==> src/rtl/ssenc_if.sv <==
// Seven-segment decoder handshake bundle: pattern and ready in, decoded result out.
interface ssenc_if;
  logic [6:0] seg;
  logic       ready;
  logic       valid;
  logic [3:0] hex;
  logic       err;
  logic       blank;

  modport master (output seg, ready, input valid, hex, err, blank);
  modport slave  (input seg, ready, output valid, hex, err, blank);
endinterface

==> src/rtl/ssenc.sv <==
// Debounced seven-segment decoder: reports a pattern once it has held STABLE_CYCLES samples, then holds it until ready.
// Define SSENC_BLANK_EN to report an all-zero pattern as blank instead of err.
module ssenc #(
  parameter int STABLE_CYCLES = 4
) (
  input  logic  hz100,
  input  logic  reset,
  ssenc_if.slave bus
);

  localparam logic [1:0] IDLE     = 2'd0;
  localparam logic [1:0] SETTLE   = 2'd1;
  localparam logic [1:0] OFFER    = 2'd2;
  localparam logic [1:0] WAIT_CHG = 2'd3;

  localparam logic [7:0] CNT_TGT = 8'(STABLE_CYCLES - 1);

  logic [1:0] state;
  logic [6:0] seg_q;
  logic [6:0] pat;
  logic [6:0] last_pat;
  logic [7:0] cnt;
  logic [3:0] hex_r;
  logic       err_r;
  logic       change;
  logic [4:0] dec;
  logic       nxt_blank;
  logic       nxt_err;
  logic [3:0] nxt_hex;

  // Returns {legal, digit}.
  function automatic logic [4:0] decode(input logic [6:0] p);
    case (p)
      7'b0111111: decode = {1'b1, 4'h0};
      7'b0000110: decode = {1'b1, 4'h1};
      7'b1011011: decode = {1'b1, 4'h2};
      7'b1001111: decode = {1'b1, 4'h3};
      7'b1100110: decode = {1'b1, 4'h4};
      7'b1101101: decode = {1'b1, 4'h5};
      7'b1111101: decode = {1'b1, 4'h6};
      7'b0000111: decode = {1'b1, 4'h7};
      7'b1111111: decode = {1'b1, 4'h8};
      7'b1100111: decode = {1'b1, 4'h9};
      7'b1110111: decode = {1'b1, 4'hA};
      7'b1111100: decode = {1'b1, 4'hB};
      7'b0111001: decode = {1'b1, 4'hC};
      7'b1011110: decode = {1'b1, 4'hD};
      7'b1111001: decode = {1'b1, 4'hE};
      7'b1110001: decode = {1'b1, 4'hF};
      default:    decode = {1'b0, 4'h0};
    endcase
  endfunction

  always_comb begin
    change  = (bus.seg != seg_q);
    dec     = decode(seg_q);
`ifdef SSENC_BLANK_EN
    nxt_blank = (seg_q == 7'd0);
`else
    nxt_blank = 1'b0;
`endif
    nxt_err = !dec[4] && !nxt_blank;
    nxt_hex = dec[4] ? dec[3:0] : 4'h0;
  end

`ifdef SSENC_BLANK_EN
  logic blank_r;
  always_ff @(posedge hz100) begin
    if (reset)
      blank_r <= 1'b0;
    else if (state == SETTLE && !change && cnt == CNT_TGT)
      blank_r <= nxt_blank;
  end
  assign bus.blank = blank_r;
`else
  assign bus.blank = 1'b0;
`endif

  always_ff @(posedge hz100) begin
    if (reset) begin
      state    <= IDLE;
      seg_q    <= 7'd0;
      pat      <= 7'd0;
      last_pat <= 7'd0;
      cnt      <= 8'd0;
      hex_r    <= 4'h0;
      err_r    <= 1'b0;
    end else begin
      seg_q <= bus.seg;
      if (change)
        cnt <= 8'd0;
      else if (cnt != 8'hFF)
        cnt <= cnt + 8'd1;

      case (state)
        IDLE: state <= SETTLE;
        SETTLE: begin
          if (!change && cnt == CNT_TGT) begin
            pat   <= seg_q;
            hex_r <= nxt_hex;
            err_r <= nxt_err;
            state <= OFFER;
          end
        end
        OFFER: begin
          if (bus.ready) begin
            last_pat <= pat;
            state    <= WAIT_CHG;
          end
        end
        default: begin
          // A pattern that changed during OFFER is caught here and re-settled from scratch.
          if (seg_q != last_pat) begin
            state <= SETTLE;
            cnt   <= 8'd0;
          end
        end
      endcase
    end
  end

  assign bus.valid = (state == OFFER);
  assign bus.hex   = hex_r;
  assign bus.err   = err_r;

endmodule
==> src/flat_wrapper.sv <==
// flat-port wrapper written by rule: the top's interface ports become plain ports
module ssenc_flat 
#(
  parameter int STABLE_CYCLES = 4
)
  (hz100, reset, bus_seg, bus_ready, bus_valid, bus_hex, bus_err, bus_blank);
  ssenc_if bus_i ();
  input  logic hz100;
  input  logic reset;
  input wire logic [$bits(bus_i.seg)-1:0] bus_seg;
  input wire logic [$bits(bus_i.ready)-1:0] bus_ready;
  output wire logic [$bits(bus_i.valid)-1:0] bus_valid;
  output wire logic [$bits(bus_i.hex)-1:0] bus_hex;
  output wire logic [$bits(bus_i.err)-1:0] bus_err;
  output wire logic [$bits(bus_i.blank)-1:0] bus_blank;
  assign bus_i.seg = bus_seg;
  assign bus_i.ready = bus_ready;
  assign bus_valid = bus_i.valid;
  assign bus_hex = bus_i.hex;
  assign bus_err = bus_i.err;
  assign bus_blank = bus_i.blank;
  ssenc #(.STABLE_CYCLES(STABLE_CYCLES)) u_core (.hz100(hz100), .reset(reset), .bus(bus_i));
endmodule
==> config.mk <==
export PLATFORM = sky130hd
export DESIGN_NAME = ssenc_flat
export DESIGN_NICKNAME = d
export VERILOG_FILES = /design/src/rtl/ssenc_if.sv /design/src/rtl/ssenc.sv /design/src/flat_wrapper.sv
export SDC_FILE = /design/constraint.sdc
export NUM_CORES = 1
export LEC_CHECK = 0
export ABC_AREA = 1
export BUFFER_PORTS_ARGS = -buffer_cell sky130_fd_sc_hd__buf_2
export CAP_MARGIN = 20
export CORE_MARGIN = 2
export CORE_UTILIZATION = 52
export CTS_CLUSTER_SIZE = 25
export DETAILED_ROUTE_END_ITERATION = 16
export HOLD_SLACK_MARGIN = 0.08
export PLACE_DENSITY = 0.74
export SYNTH_ARGS = -nofsm -noshare
export SYNTH_HDL_FRONTEND = slang
export SYNTH_SLANG_ARGS = --single-unit
==> constraint.sdc <==
create_clock -name hz100 -period 1.5 [get_ports hz100]
set_clock_uncertainty 0.05 [all_clocks]
set_input_delay 0.075 -clock hz100 [delete_from_list [all_inputs] [get_ports hz100]]
set_output_delay 0.075 -clock hz100 [all_outputs]
set_load 0.01 [all_outputs]
==> flow_summary.ini <==
[status]
outcome = finished with violations
violations = setup timing

[clock_network]
cts_buffers = 5
path_clk_slew_ps = 70
root_buffer = clkbuf_8
cts.htree.levels = 2
cts.sinks = 36
cts_tree = built
clk_latency_ps = 280
clk_path_buf_depth = 2

[worst_setup_path]
startpoint = u_core.seg_q[0]
max_stage_delay_ps = 380
cp_common_cell = nand2_1
crit_chain = inv_2, nand2_1, nand4_2, nor2_4, nand3_4, buf_6, nand2_4, nand3_1, nand2_1, nor2_1
cp_slowest_cell = dfxtp_4
reg2reg_depth = 10
cp.arrival_ps = 1650
critPathKind = register to register
critPathRequiredTime_ps = 1630
r2r_start = u_core.seg_q[0]
cp_max_fo = 5
r2r-end = u_core.state[1]
rrSetupSlack_ps = -30
startpoint_type = register
crit_end = u_core.state[1]
worst_setup_path_end_kind = register

[grt]
grt_pass1_vias = 1902
grt_pass1_wl_um = 8130
antenna_found_initial = 0
grt_max_degree = 20
grtUsageTotal = 0.243
gr-total-overflow = 0

[synth]
synth_edf_count = 0
syn-instance-count = 295
synthDistinctLibCells = 32
ys_warn_count = 0
async_reset_ff_frac = 0
yosys.area.top_type = dfxtp_1
synth_top_area_share = 0.355
synth_area_sq_um = 2030
synthTopCellsByArea = dfxtp_1, nand2_1, inv_1
synth.avg_cell_area_sq_um = 6.89
synth_top_flop_cell = dfxtp_1
postSynthRegisterBits = 36
syn-num-nets = 311
ys_seq_area_frac = 0.355

[placement]
place.detailed.hpwl_um = 3580
place.gp.congestion = 0.910
port_buffers = 15
post_dp_cell_area_sq_um = 2350

[sta]
drv_slew = 0
fin_crit_sh = 1.02
fin_hold_ws_ps = 400
setup_viol = 7
min_period_ps = 1530
worst_slack_ps = -26.3
fmax_ghz = 0.655
rsz0062_at_grt = yes
final_hold_viol_count = 0

[worst_hold_path]
hp-class = primary input to register

[power]
netSwitchingFraction = 0.313
p_clk_frac = 0.277
p_leak_nw = 1.26
switchingPower_w = 0.000820
comb_power_share = 0.305
p_per_area_nw_per_um2 = 932
ir_drop_mv = 0.518
power.internal_w = 0.00180
seqPwrFrac = 0.418

[floorplanning]
die_area_sq_um = 4420
pin_count = 17
placementRows = 22
die_h_um = 66.5
start_util = 0.547
core_area_sq_um = 3720
die_x_um = 66.5

[routing]
drtPass1Iterations = 4
ant_nets = 0
routed_via_density = 5.22
drt-initial-drc-count = 162
routed_wl_um = 5370
vias = 2121
routedWlPerCell_um = 13.2
drc = 0

[cells_and_area]
area_delta_synth_final_pct = 38.4
mostFrequentLayoutCell = nand2_1
fillers = 265
final_cell_mix = nand2_1, buf_4, inv_1, nor2_1, dfxtp_1
antennaDiodeCount = 0
layout-drive-gt1-share = 0.346
nets = 374
fin_area_sq_um = 2810

[run]
maxCapViolCount = 0
[stage by stage]
step | setup TNS, ps | std cells | power, W | util | setup WS, ps
after floorplan | 0 | 295 | 0.00152 | - | 33.6
after global placement | -85.0 | 382 | 0.00174 | 0.634 | -17.8
after detailed placement | -320 | 382 | 0.00175 | 0.634 | -39.6
after CTS | 0 | 403 | 0.00253 | 0.704 | 1.34
after global routing | -1370 | 406 | 0.00278 | 0.757 | -105
final | -86.1 | 406 | 0.00262 | 0.757 | -26.3
[cell usage after synthesis (5+ instances only)]
cell type  count
nor2_1        37
nand2_1       71
nand4_1        7
a21oi_1       19
dfxtp_1       36
xnor2_1        5
o21ai_0        9
ha_1           6
nor3_1        13
o21ai_1        7
inv_1         37
nand3_1       14
[per-layer routing]
metal  vias up  GRT usage  wire length, um
met2        65      0.403             2540
met5         -          0                0
li1       1066          -                -
met4         0     0.0791               91
met3         8     0.0405              332
met1       982      0.322             2400
[cell families after synthesis]
logic type      Yosys count  synth area share
flops                    36             0.355
buf+inv                  49             0.108
other cells               1           0.00185
compound gates           43             0.124
xor+xnor                 10            0.0468
fa+ha+maj                 6            0.0369
simple gates            150             0.328
[timing repair]
action / 4_1_cts / 5_1_grt
resized for setup: 12 / 52
setup buffers: 1 / 4
setup endpoints to repair: 21 / 23
pin swaps: 5 / 22
cloned: 0 / 0
hold buffers: 13 / 0
hold endpoints to repair: 9 / 0
[area by class of cell]
cell class,instances,area (sq um),area share
well taps,48,60.1,0.0214
clock buffers,7,96.3,0.0343
multi-input cells,210,1250,0.443
inverters,41,170,0.0605
flip-flops and latches,36,742,0.264
repair buffers,64,498,0.177
[state kept, by name, summed over array words and instances (netlist names)]
register / cells
u_core.bus.hex: 4
u_core.state: 2
u_core.seg_q: 7
u_core.bus.err: 1
u_core.cnt: 8
u_core.last_pat: 7
u_core.pat: 7
[critical path, delay by kind of cell, from the launching register on]
family        cells  cell delay, ps
simple gates      8             760
flops             1             380
buf+inv           2             220
[worst min-delay path by stage]
stage,startpoint,endpoint,slack (ps),depth (start not counted)
6_report,bus_seg[3],u_core.pat[2],400,7
5_1_grt,u_core.last_pat[0],u_core.last_pat[0],460,2
4_1_cts,bus_seg[3],u_core.cnt[4],390,8
3_5_place_dp,bus_seg[3],u_core.seg_q[3],260,3
3_3_place_gp,bus_seg[4],u_core.seg_q[4],250,3
2_1_floorplan,bus_seg[1],u_core.seg_q[1],130,2
[power by group through the flow]
stage / combinational [W] / clock (W) / sequential [W]
6_report: 0.000800 / 0.000726 / 0.00110
5_1_grt: 0.000896 / 0.000777 / 0.00110
4_1_cts: 0.000712 / 0.000737 / 0.00108
3_5_place_dp: 0.000653 / 0 / 0.00110
3_3_place_gp: 0.000648 / 0 / 0.00109
2_1_floorplan: 0.000438 / 0 / 0.00109
Power figures use the tool's default switching activity.
